## src/rtl/ez8_skip_pkg.sv

```systemverilog
// Shared constants for the ez8 conditional-skip control path:
// skip opcodes, condition selectors and the sequencer state encoding.
package ez8_skip_pkg;

  localparam logic [3:0] OP_SKCOND = 4'b1010;
  localparam logic [3:0] OP_SKBS   = 4'b1011;
  localparam logic [3:0] OP_SKBC   = 4'b1100;

  localparam logic [2:0] SEL_EQZ = 3'd0;
  localparam logic [2:0] SEL_NEZ = 3'd1;
  localparam logic [2:0] SEL_LTZ = 3'd2;
  localparam logic [2:0] SEL_GEZ = 3'd3;
  localparam logic [2:0] SEL_GTZ = 3'd4;
  localparam logic [2:0] SEL_LEZ = 3'd5;

  typedef enum logic [1:0] {
    ST_IDLE      = 2'd0,
    ST_WAIT_OPND = 2'd1,
    ST_EVAL      = 2'd2,
    ST_SQUASH    = 2'd3
  } skip_state_e;

  function automatic logic is_skip_op(input logic [3:0] op);
    return (op == OP_SKCOND) || (op == OP_SKBS) || (op == OP_SKBC);
  endfunction

endpackage

```

## src/rtl/skip_squash_counter.sv

```systemverilog
// Loadable down-counter tracking how many following instructions remain
// to be squashed; 'last' flags the decrement that retires the final one.
module skip_squash_counter #(
  parameter int SKIP_DEPTH = 1
) (
  input  logic clk,
  input  logic reset_n,
  input  logic clear,
  input  logic load,
  input  logic dec_en,
  output logic last
);

  logic [2:0] count;

  always_ff @(posedge clk or negedge reset_n) begin
    if (!reset_n) begin
      count <= '0;
    end else if (clear) begin
      count <= '0;
    end else if (load) begin
      count <= 3'(SKIP_DEPTH);
    end else if (dec_en && (count != 3'd0)) begin
      count <= count - 3'd1;
    end
  end

  assign last = dec_en && (count == 3'd1);

endmodule

```

## src/rtl/skip_sequencer.sv

```systemverilog
// Sequences ez8 conditional-skip instructions: waits for the operand, hands it
// to the external evaluator, then squashes the following instructions if taken.
module skip_sequencer #(
  parameter int SKIP_DEPTH = 1,
  parameter int WAIT_LIMIT = 15
) (
  input  logic       clk,
  input  logic       reset_n,
  input  logic       flush,
  input  logic       issue_valid,
  input  logic [3:0] issue_opcode,
  input  logic [2:0] issue_selector,
  input  logic       issue_direction,
  output logic       issue_ready,
  input  logic       rd_valid,
  input  logic [7:0] reg_value,
  input  logic [7:0] accum_value,
  output logic [3:0] calc_opcode,
  output logic [2:0] calc_selector,
  output logic       calc_direction,
  output logic [7:0] calc_reg,
  output logic [7:0] calc_accum,
  input  logic       calc_skip,
  input  logic       pipe_stall,
  input  logic       next_valid,
  output logic       next_kill,
  output logic       stall_out,
  output logic       skip_taken,
  output logic       timeout_err
);

  import ez8_skip_pkg::*;

  localparam logic [7:0] WAIT_LAST = 8'(WAIT_LIMIT - 1);
  localparam logic [7:0] WAIT_MAX  = 8'(WAIT_LIMIT);

  skip_state_e state, state_nxt;
  logic [7:0]  wait_cnt;
  logic        accept;
  logic        wait_hit;
  logic        take_skip;
  logic        squash_dec;
  logic        squash_last;

  assign accept     = (state == ST_IDLE) && issue_valid && is_skip_op(issue_opcode) && !flush;
  assign wait_hit   = (wait_cnt == WAIT_LAST);
  assign take_skip  = (state == ST_EVAL) && calc_skip && !flush;
  assign squash_dec = (state == ST_SQUASH) && next_valid && !pipe_stall && !flush;

  skip_squash_counter #(
    .SKIP_DEPTH(SKIP_DEPTH)
  ) u_squash (
    .clk    (clk),
    .reset_n(reset_n),
    .clear  (flush),
    .load   (take_skip),
    .dec_en (squash_dec),
    .last   (squash_last)
  );

  always_ff @(posedge clk or negedge reset_n) begin
    if (!reset_n) begin
      state <= ST_IDLE;
    end else begin
      state <= state_nxt;
    end
  end

  always_comb begin
    state_nxt = state;
    case (state)
      ST_IDLE:      if (accept) state_nxt = ST_WAIT_OPND;
      ST_WAIT_OPND: begin
        // A read arriving on the limit cycle still counts as in time.
        if (rd_valid)      state_nxt = ST_EVAL;
        else if (wait_hit) state_nxt = ST_IDLE;
      end
      ST_EVAL:      state_nxt = calc_skip ? ST_SQUASH : ST_IDLE;
      ST_SQUASH:    if (squash_last) state_nxt = ST_IDLE;
      default:      state_nxt = ST_IDLE;
    endcase
    if (flush) state_nxt = ST_IDLE;
  end

  always_comb begin
    issue_ready = 1'b0;
    stall_out   = 1'b0;
    next_kill   = 1'b0;
    case (state)
      ST_IDLE:      issue_ready = 1'b1;
      ST_WAIT_OPND: stall_out   = 1'b1;
      ST_EVAL:      stall_out   = 1'b1;
      ST_SQUASH:    next_kill   = next_valid && !flush;
      default:      issue_ready = 1'b0;
    endcase
  end

  always_ff @(posedge clk or negedge reset_n) begin
    if (!reset_n) begin
      skip_taken     <= 1'b0;
      timeout_err    <= 1'b0;
      wait_cnt       <= '0;
      calc_opcode    <= '0;
      calc_selector  <= '0;
      calc_direction <= 1'b0;
      calc_reg       <= '0;
      calc_accum     <= '0;
    end else begin
      skip_taken  <= take_skip;
      timeout_err <= (state == ST_WAIT_OPND) && !rd_valid && wait_hit && !flush;
      if (flush) begin
        wait_cnt <= '0;
      end else if (accept) begin
        calc_opcode    <= issue_opcode;
        calc_selector  <= issue_selector;
        calc_direction <= issue_direction;
        wait_cnt       <= '0;
      end else if ((state == ST_WAIT_OPND) && !rd_valid && (wait_cnt != WAIT_MAX)) begin
        wait_cnt <= wait_cnt + 8'd1;
      end
      if ((state == ST_WAIT_OPND) && rd_valid && !flush) begin
        calc_reg   <= reg_value;
        calc_accum <= accum_value;
      end
    end
  end

endmodule

```

## config.mk

```make
export PLATFORM = sky130hd
export DESIGN_NAME = skip_sequencer
export DESIGN_NICKNAME = d
export VERILOG_FILES = /design/src/rtl/ez8_skip_pkg.sv /design/src/rtl/skip_squash_counter.sv /design/src/rtl/skip_sequencer.sv
export SDC_FILE = /design/constraint.sdc
export NUM_CORES = 1
export LEC_CHECK = 0
export BUFFER_PORTS_ARGS = -buffer_cell sky130_fd_sc_hd__buf_2
export CAP_MARGIN = 30
export CORE_MARGIN = 3
export CORE_UTILIZATION = 54
export CTS_CLUSTER_SIZE = 25
export DETAILED_ROUTE_END_ITERATION = 7
export HOLD_SLACK_MARGIN = 0.12
export PLACE_DENSITY = 0.84
export SLEW_MARGIN = 25
export SYNTH_ARGS = -nofsm -noshare
export SYNTH_HDL_FRONTEND = slang
export SYNTH_SLANG_ARGS = --single-unit
```

## constraint.sdc

```tcl
create_clock -name clk -period 4.92 [get_ports clk]
set_input_delay 0.492 -clock clk [delete_from_list [all_inputs] [get_ports clk]]
set_output_delay 0.492 -clock clk [all_outputs]
set_load 0.05 [all_outputs]
```

# --- Word-level counts from Yosys, hierarchy flattened ---
# Cells that the tools add are included.
totals:
  ff_bits: 39
  elab_cells: 70
  inputBits: 32
  output_inout_bits: 29
classes:
  mux: 16
  n_bitwise: 1
  n_eq_ne: 12
  add_sub_neg: 2
  n_reduce_logical: 29
op_table:
  columns: ["op", "count"]
  rows:
  - ["$mux 8", 3]
  - ["$logic_and 1x1->1", 17]
  - ["$eq 4x4->1 const B", 3]
  - ["$mux 2", 6]
  - ["$mux 3", 3]
  - ["$reduce_bool 3->1", 3]
  - ["$add 8x1->8 const B", 1]
  - ["$eq 8x4->1 const B", 1]
  - ["$ne 8x4->1 const B", 1]
  - ["$pmux 2 s4", 1]
  - ["$ne 3x3->1 const B", 2]
  - ["$eq 2x2->1 const B", 2]
  - ["$ne 4x4->1 const B", 1]
  - ["$eq 3x1->1 const B", 1]
  - ["$logic_not 1->1", 3]
  - ["$mux 1", 3]
  - ["$reduce_and 3->1", 1]
  - ["$sub 3x1->3 const B", 1]
  - ["$eq 2x1->1 const B", 1]
  - ["$logic_not 2->1", 1]
  - ["$logic_or 1x1->1", 2]
  - ["$reduce_and 2->1", 1]
  - ["$reduce_or 2->1", 1]
  - ["$not 1->1", 1]

# --- Logic depth before layout (Yosys ltp) ---
# Gate-level depths: netlist (run 1).
logic_depth:
  depth_word: 8
  ltp_mapped: 6
  depth_no_buf: 6

# --- Hierarchy ---
# Synthesis (run 1) repeated with hierarchy kept, for this count alone.
hier_totals:
  cells_unflattened: 151
  hier_area_um2: 1891.8
modules_own_cells:
  columns: ["module", "instances", "seq_area_each_um2", "cells_each", "area_each_um2"]
  rows:
  - ["skip_sequencer", 1, 900.9, 130, 1674.1]
  - ["skip_squash_counter", 1, 75.1, 21, 217.7]

# --- Worst setup path after synthesis (run 1) ---
# No wires, ideal clock.
synth_timing:
  kind: "register to register"
  from: "reg state[0]"
  to: "reg state[0]"
  path_stages_with_launch: 6
  period_less_slack_ns: 2.157
  required_ns: 4.793
  setup_slack_ns: 2.763
  setup_ns: 0.127
  n_path_buf: 0
  arrival_ns: 2.029
  cell_sequence: "dfrtp_1 -> inv_1 -> ha_1 -> o2111ai_2 -> a222oi_1 -> mux2_1"
synth_via:
  elab_chain_cells: 7
  word_cells_on_any_way: 17
  classes_between: "eq/ne (6); mux (2); reduce/logical (9)"
synth_rtl:
  columns: ["element", "line", "text"]
  rows:
  - ["start, declared", "skip_sequencer.sv:37", "skip_state_e state, state_nxt;"]
  - ["start signal, assigned", "skip_sequencer.sv:65", "state <= state_nxt;"]
  - ["$eq 2x2->1", "skip_sequencer.sv:48, skip_sequencer.sv:71", null]
  - ["$logic_and 1x1->1 (3 in a row)", "skip_sequencer.sv:48", "assign squash_dec = (state == ST_SQUASH) && next_valid && !pipe_stall && !flush;"]
  - ["$logic_and 1x1->1", "skip_squash_counter.sv:28", "assign last = dec_en && (count == 3'd1);"]
  - ["$ne 3x3->1 (no line)", null, null]
  - ["$reduce_and 3->1 (no line)", null, null]
# Several ways; a longest one is shown, not always the timed one.
# A chain may end at the register's enable or synchronous reset.

# --- Worst setup path in the final report (run 1) ---
layout_timing:
  from: "reg state[1]"
  to: "reg calc_accum[6]"
layout_via:
  elab_chain_cells: 3
layout_rtl:
  columns: ["element", "line", "text"]
  rows:
  - ["$eq 2x1->1", "skip_sequencer.sv:121", "if ((state == ST_WAIT_OPND) && rd_valid && !flush) begin"]
  - ["$logic_and 1x1->1 (2 in a row)", "skip_sequencer.sv:121", null]
  - ["end signal, assigned", "skip_sequencer.sv:123", "calc_accum <= accum_value;"]
  - ["end, declared", "skip_sequencer.sv:22", "output logic [7:0] calc_accum,"]
# Every way passes these cells.

==> results of run 1 <==
cells by family (layout without fill, tap and decap cells):
logic type | count (synthesis) | in the layout | synth area share, %
AOI/OAI and AO/OA | 11 | 11 | 4.32
xor gates and xnor gates | 9 | 9 | 4.25
adders and majority gates | 10 | 10 | 6.75
buffers and inverters | 11 | 76 | 2.77
DFF | 39 | 39 | 52.6
muxes | 26 | 26 | 15.6
and+or+nand+nor | 42 | 42 | 13.7
power groups by stage:
stage	clock network, W	registers (W)	logic (W)
after floorplan	0	0.000795	0.000177
after global placement	0	0.000468	0.000646
after detailed placement	0	0.000475	0.000657
after CTS	0.000166	0.000468	0.000659
after global routing	0.000177	0.000484	0.000686
final	0.000159	0.000468	0.000653
Yosys cell counts, drive strengths merged:
| cell | number | area (sq um) |
|---|---|---|
| dfrtp | 39 | 976 |
| mux2 | 23 | 259 |
| nor2 | 12 | 45.0 |
| ha | 10 | 125 |
| inv | 8 | 30.0 |
| xnor2 | 8 | 70.1 |
| nand2 | 5 | 18.8 |
| nand2b | 4 | 25.0 |
| a211oi | 3 | 22.5 |
| a21oi | 3 | 15.0 |
| clkbuf | 3 | 21.3 |
| mux2i | 3 | 30.0 |
| nand3b | 3 | 22.5 |
| nor2b | 3 | 18.8 |
| nor3 | 3 | 15.0 |
| nor4 | 3 | 33.8 |
| nand4 | 2 | 12.5 |
| nor4b | 2 | 17.5 |
| o21ai | 2 | 10.0 |
| a222oi | 1 | 10.0 |
| and3 | 1 | 6.26 |
| and3b | 1 | 8.76 |
| nand3 | 1 | 5.00 |
| nor3b | 1 | 18.8 |
| o2111ai | 1 | 15.0 |
| o31ai | 1 | 7.51 |
| or2 | 1 | 6.26 |
| xor2 | 1 | 8.76 |
worst max-delay path, cell delays in order (launching register included):
cell	delay, ps
dfrtp_1	430
inv_1	130
ha_1	220
nand3b_1	590
mux2_1	550
layout make-up:
cell class | count | area [sq um] | share of cell area [%]
Clock inverter | 2 | 12.5 | 0.558
Inverter | 8 | 30.0 | 1.34
Tap cell | 44 | 55.1 | 2.46
Clock buffer | 6 | 41.3 | 1.84
Timing Repair Buffer | 60 | 300 | 13.4
Multi-Input combinational cell | 98 | 827 | 36.9
Sequential cell | 39 | 976 | 43.5
layer usage:
layer	vias to the layer above	GRT usage (%)	wire length, um
li1	642	-	-
met1	629	25.2	1540
met2	46	32.3	1870
met3	6	6.24	236
met4	0	5.28	45
met5	-	0	0
worst max-delay path by stage:
stage | to | startpoint | cells past startpoint | slack, ps
2_1_floorplan | state[0] | state[0] | 5 | 2760
5_1_grt | calc_reg[0] | state[1] | 4 | 2790
3_3_place_gp | calc_reg[0] | flush | 3 | 2970
6_report | calc_accum[6] | state[1] | 4 | 2880
4_1_cts | calc_accum[6] | state[1] | 4 | 2890
3_5_place_dp | calc_reg[0] | flush | 3 | 2900
per-stage QoR:
step / hold WS [ps] / total power [W] / cell area [sq um]
global placement: 460 / 0.00111 / 2190
detailed placement: 455 / 0.00113 / 2190
CTS: 249 / 0.00129 / 2240
floorplan: 196 / 0.000972 / 1850
finish: 233 / 0.00128 / 2240
global route: 281 / 0.00135 / 2240
==> reports/qor_table.md, run 1 <==
| Step | Metric | Value |
|---|---|---|
| logic synthesis | Syn avg cell area | 12.5 sq um |
| logic synthesis | Library cells used by synthesis | 31 |
| pwr | Part of the total power dissipated in sequential elements | 36.6% |
| clocking | Maximum buffer depth of the clock tree | 2 |
| clocking | Deepest level of the CTS H-tree | 2 |
| pwr | P per Cell Area | 571 nW/um^2 |
| placed design | Number of buffers inserted by port buffering | 60 |
| floorplanning | Top-level port count | 61 |
| global route | Gr ovfl total | 0 |
| detailed routing | Via/cell ratio | 5.15 |
| logic synthesis | Sequential-to-total area share from yosys stat | 52.6% |
| finish | Final standard cell utilization of the core | 71.1% |
| critical path | Worst reg2reg setup slack | 2880 ps |
| global route | Global-route wire length before repair | 6400 um |
| finish | Synthesis-to-layout area growth | 20.9% |
| detailed routing | Routed wirelength normalized by instance count | 14.3 um |
| pwr | Clock group share of total power | 12.4% |
| logic synthesis | Register bit total from synthesis | 39 |
| timing | Setup slack after layout | 2880 ps |
| global route | Vias in the first global route | 1404 |
| finish | Layout Cells excl Fill | 257 |
| timing | RSZ-0062 raised after global routing | no |
| critical path | Number of cell instances on the worst register-to-register path | 4 |
| floorplanning | Die area | 4170 sq um |
| logic synthesis | Syn nets | 190 |
| clocking | Number of buffers added by the clock tree synthesis step | 5 |
| placed design | Worst slack after detailed placement | 2900 ps |
| pwr | Worst-case vdd ir drop | 0.434 mV |
| pwr | Proportion of total power due to net switching | 49.7% |
| timing | Final hold violation count | 0 |
| pwr | Internal power component | 0.000644 W |
| pwr | NetSw | 0.000637 W |
| finish | Share of cells above drive strength 1 | 39.4% |
| critical path | Class of the most critical setup path | reg -> reg |
| critical path | Data required time of the worst path | 5150 ps |
| clocking | CTS tree | yes |
| clocking | Sink Count | 39 |
| finish | Most frequent cells in the layout | buf_2, dfrtp_1, mux2_2, nor2_1, ha_1 |
| floorplanning | Die width | 64.6 um |
| timing | Crit share post-route | 41.4% |
| timing | Final min period | 2040 ps |
| pwr | Share of total power in combinational logic | 51.0% |
| global route | Antenna violations before repair | 0 |
| timing | Clock skew | 2.99 ps |
| finish | Number of nets in the layout | 254 |
| logic synthesis | Post-synthesis instance area | 1850 sq um |
| clocking | CTS resizes | 0 |
| placed design | HPWL after detailed placement | 2850 um |
| clocking | Clock latency on the worst-skew pair | 340 ps |
| global route | Largest net degree at the start of global routing | 40 |
| timing | Max Transition Viols Final | 0 |
| detailed routing | DRC violations left | 0 |
| critical path | Crit end category | register |
| detailed routing | Number of design-rule violations left by the first detailed-router iteration | 53 |
| timing | Setup violations, final | 0 |
| critical path | Worst R2R Start | state[1] |
| timing | Max_slew headroom | 44.6% |
| floorplanning | Starting utilization of the core area | 58.8% |
| run status | Outcome | finished, final reports clean |
| clocking | Post-CTS setup-driven buffer insertion count | 0 |
| min path | Tightest Hold Check Type | in -> async |
| logic synthesis | Instance count of the mapped netlist | 148 |
| detailed routing | Via Count | 1323 |
| clocking | Clock Tree Root | clkbuf_4 |
| timing | Pin slew with the least headroom to its limit | 828 ps |
| logic synthesis | Number of synthesis warnings | 0 |
| critical path | Highest net fanout along the worst path | 17 |
| placed design | Number of placed cells counting well taps | 249 |
| timing | Final-layout setup total negative slack | 0 ps |
| critical path | WP data arrival | 2270 ps |
| run | Number of max-cap violations | 0 |
| critical path | Worst reg2reg endpoint | calc_accum[6] |
| timing | Maximum operating frequency | 491 MHz |
| detailed routing | Remaining antenna violation count | 0 |
| placed design | Placer's final routability congestion estimate | 0.830 |
| finish | Most common cell after layout, fill and taps aside | buf_2 |
| detailed routing | Drt pass-1 iters | 4 |
| detailed routing | Total routed wirelength | 3680 um |
| critical path | Kind of start point of the critical path | register |
| clocking | CTS hold repair buffers | 0 |
| clocking | Clock transition at the registers of the reported paths | 110 ps |
| floorplanning | DIE HEIGHT | 64.6 um |
| finish | Diodes inserted | 0 |
| finish | Fill cell total of the finished layout | 250 |
| pwr | Leakage power | 1.09 nW |
| floorplanning | Cell row count | 20 |
| global route | Total GRT Usage | 19.7% |
| floorplanning | Area of the core | 3150 sq um |
No activity file was read; power rests on OpenSTA's default activity.
==> inputs of run 2 (changes only) <==
Settings changed: CORE_UTILIZATION 54 to 45, PLACE_DENSITY 0.84 to 0.75.
Clock period 4.92 ns to 1.8 ns, I/O delays scaled along.
==> run 2 against run 1 <==
The run now ends with negative setup slack left. Clock skew is 1.5 ps higher. Combinational power grew to 3.0 times the previous value. Die area is 18% higher. Clock-buffer cell count is 1 lower. Maximum frequency is 8.3% higher. Register-to-register slack worse by 3000 ps. Total power grew to 3.1 times the previous value. Highest routed layer unchanged.
==> reports/qor_table.md, run 2 (same netlist as run 1, synthesis figures left out) <==
| Step | Metric | Value |
|---|---|---|
| finish | Diodes inserted | 0 |
| clocking | Clock latency on the worst-skew pair | 290 ps |
| detailed routing | Total routed wirelength | 4090 um |
| floorplanning | Die width | 70.2 um |
| global route | Total GRT Usage | 17.1% |
| critical path | Kind of start point of the critical path | register |
| timing | Pin slew with the least headroom to its limit | 484 ps |
| timing | Max Transition Viols Final | 0 |
| global route | Gr ovfl total | 0 |
| finish | Layout Cells excl Fill | 288 |
| floorplanning | DIE HEIGHT | 70.2 um |
| timing | Hold slack final | 127 ps |
| pwr | Clock group share of total power | 18.2% |
| finish | Synthesis-to-layout area growth | 39.9% |
| pwr | P per Cell Area | 1510 nW/um^2 |
| global route | Antenna violations before repair | 0 |
| placed design | Number of placed cells counting well taps | 261 |
| critical path | WP data arrival | 2050 ps |
| timing | Final hold violation count | 0 |
| critical path | Worst reg2reg setup slack | -80 ps |
| pwr | Worst-case vdd ir drop | 0.614 mV |
| pwr | NetSw | 0.00179 W |
| detailed routing | Routed wirelength normalized by instance count | 14.2 um |
| timing | Setup slack after layout | -80.1 ps |
| clocking | Clock Tree Root | clkbuf_8 |
| floorplanning | Die area | 4930 sq um |
| critical path | Class of the most critical setup path | reg -> reg |
| finish | Share of cells above drive strength 1 | 42.1% |
| critical path | Data required time of the worst path | 1970 ps |
| detailed routing | Number of design-rule violations left by the first detailed-router iteration | 59 |
| critical path | Crit end category | register |
| clocking | Maximum buffer depth of the clock tree | 2 |
| pwr | Part of the total power dissipated in sequential elements | 32.4% |
| timing | Crit share post-route | 104% |
| pwr | Share of total power in combinational logic | 49.3% |
| clocking | Number of buffers added by the clock tree synthesis step | 5 |
| pwr | Overall power after layout | 0.00391 W |
| placed design | HPWL after detailed placement | 2770 um |
| min path | Tightest Hold Check Type | in -> reg |
| clocking | Sink Count | 39 |
| detailed routing | Drt pass-1 iters | 5 |
| finish | Fill cell total of the finished layout | 284 |
| clocking | Clock transition at the registers of the reported paths | 70 ps |
| detailed routing | Via Count | 1392 |
| timing | Final min period | 1880 ps |
| clocking | Deepest level of the CTS H-tree | 2 |
| finish | Most common cell after layout, fill and taps aside | buf_2 |
| global route | Global-route wire length before repair | 6580 um |
| timing | Setup violations, final | 2 |
| floorplanning | Area of the core | 3830 sq um |
| detailed routing | Via/cell ratio | 4.83 |
| pwr | Internal power component | 0.00212 W |
| placed design | Number of buffers inserted by port buffering | 60 |
| clocking | CTS tree | yes |
| floorplanning | Starting utilization of the core area | 48.5% |
| timing | RSZ-0062 raised after global routing | yes |
| global route | Vias in the first global route | 1419 |
| critical path | Highest net fanout along the worst path | 2 |
| floorplanning | Top-level port count | 61 |
| finish | Number of nets in the layout | 281 |
| detailed routing | Remaining antenna violation count | 0 |
| floorplanning | Cell row count | 22 |
| finish | Register area | 978 sq um |
| run status | Outcome | finished with violations |
| run | Number of max-cap violations | 0 |
| timing | Max_slew headroom | 67.7% |
| finish | Most frequent cells in the layout | buf_2, dfrtp_1, dlygate4sd3_1, mux2_2, nor2_1 |
| global route | Largest net degree at the start of global routing | 40 |
| timing | Maximum operating frequency | 532 MHz |
| placed design | Placer's final routability congestion estimate | 0.812 |
| timing | Clock skew | 4.53 ps |
| finish | Area of combinational cells with multiple inputs | 855 sq um |
| pwr | Leakage power | 1.24 nW |
| pwr | Proportion of total power due to net switching | 45.8% |
| detailed routing | DRC violations left | 0 |
| run status | Violations in the final reports | negative setup slack |
[run 2: power by group through the flow]
stage               clock network (W)  registers [W]  logic [W]
finish                       0.000714        0.00127    0.00193
global placement                    0        0.00127    0.00184
CTS                          0.000732        0.00126    0.00193
global route                 0.000766        0.00130    0.00203
floorplan                           0        0.00217   0.000533
detailed placement                  0        0.00128    0.00187
[run 2: stage by stage]
stage	util (%)	cell area, sq um	TNS [ps]	setup WS [ps]
after detailed placement	59.8	2290	-51.3	-51.3
final	67.8	2590	-80.2	-80.1
after floorplan	-	1880	-16.5	-16.5
after global placement	59.8	2290	0	33.6
after global routing	67.8	2590	-327	-193
after CTS	67.6	2580	-37.3	-37.3
[run 2: what timing repair did]
| item | CTS | global route |
|---|---|---|
| pin swaps | 3 | 3 |
| setup buffers | 1 | 1 |
| gates resized for setup | 2 | 1 |
| endpoints found under the hold margin | 55 | 0 |
| hold buffers | 17 | 0 |
| endpoints found under the setup margin | 1 | 2 |
[run 2: layout make-up]
class                      instances  area share (%)
clock buffer                       5            2.65
tap                               48            2.32
multi-input combinational         98            32.9
timing repair buffer              87            21.5
clock inverter                     3            1.69
inverter                           8            1.16
sequential                        39            37.7
[run 2: path summary, 6_finish.rpt]
kind | from | end | cells past startpoint
max in group asynchronous | reset_n | wait_cnt[6] | 3
setup reg to reg | wait_cnt[6] | state[0] | 5
hold reg to reg | calc_opcode[3] | calc_opcode[3] | 1
hold / removal | accum_value[5] | calc_accum[5] | 2
min in group asynchronous | reset_n | calc_accum[1] | 3
setup / recovery | wait_cnt[6] | state[0] | 5
[run 2: per-layer routing]
layer  vias to the layer above  GRT usage [%]  share of wire (%)
met1                       650           21.7                 44
met3                        13           4.32                4.4
met4                         0           7.02                2.5
met2                        35           27.9                 49
li1                        694              -                  -
met5                         -              0                  0
[run 2: worst max-delay path: stages, from the launching register on]
cell	delay (ps)
dfrtp_2	430
nor4_4	280
nand4_1	190
a222oi_1	390
buf_4	190
mux2_4	290
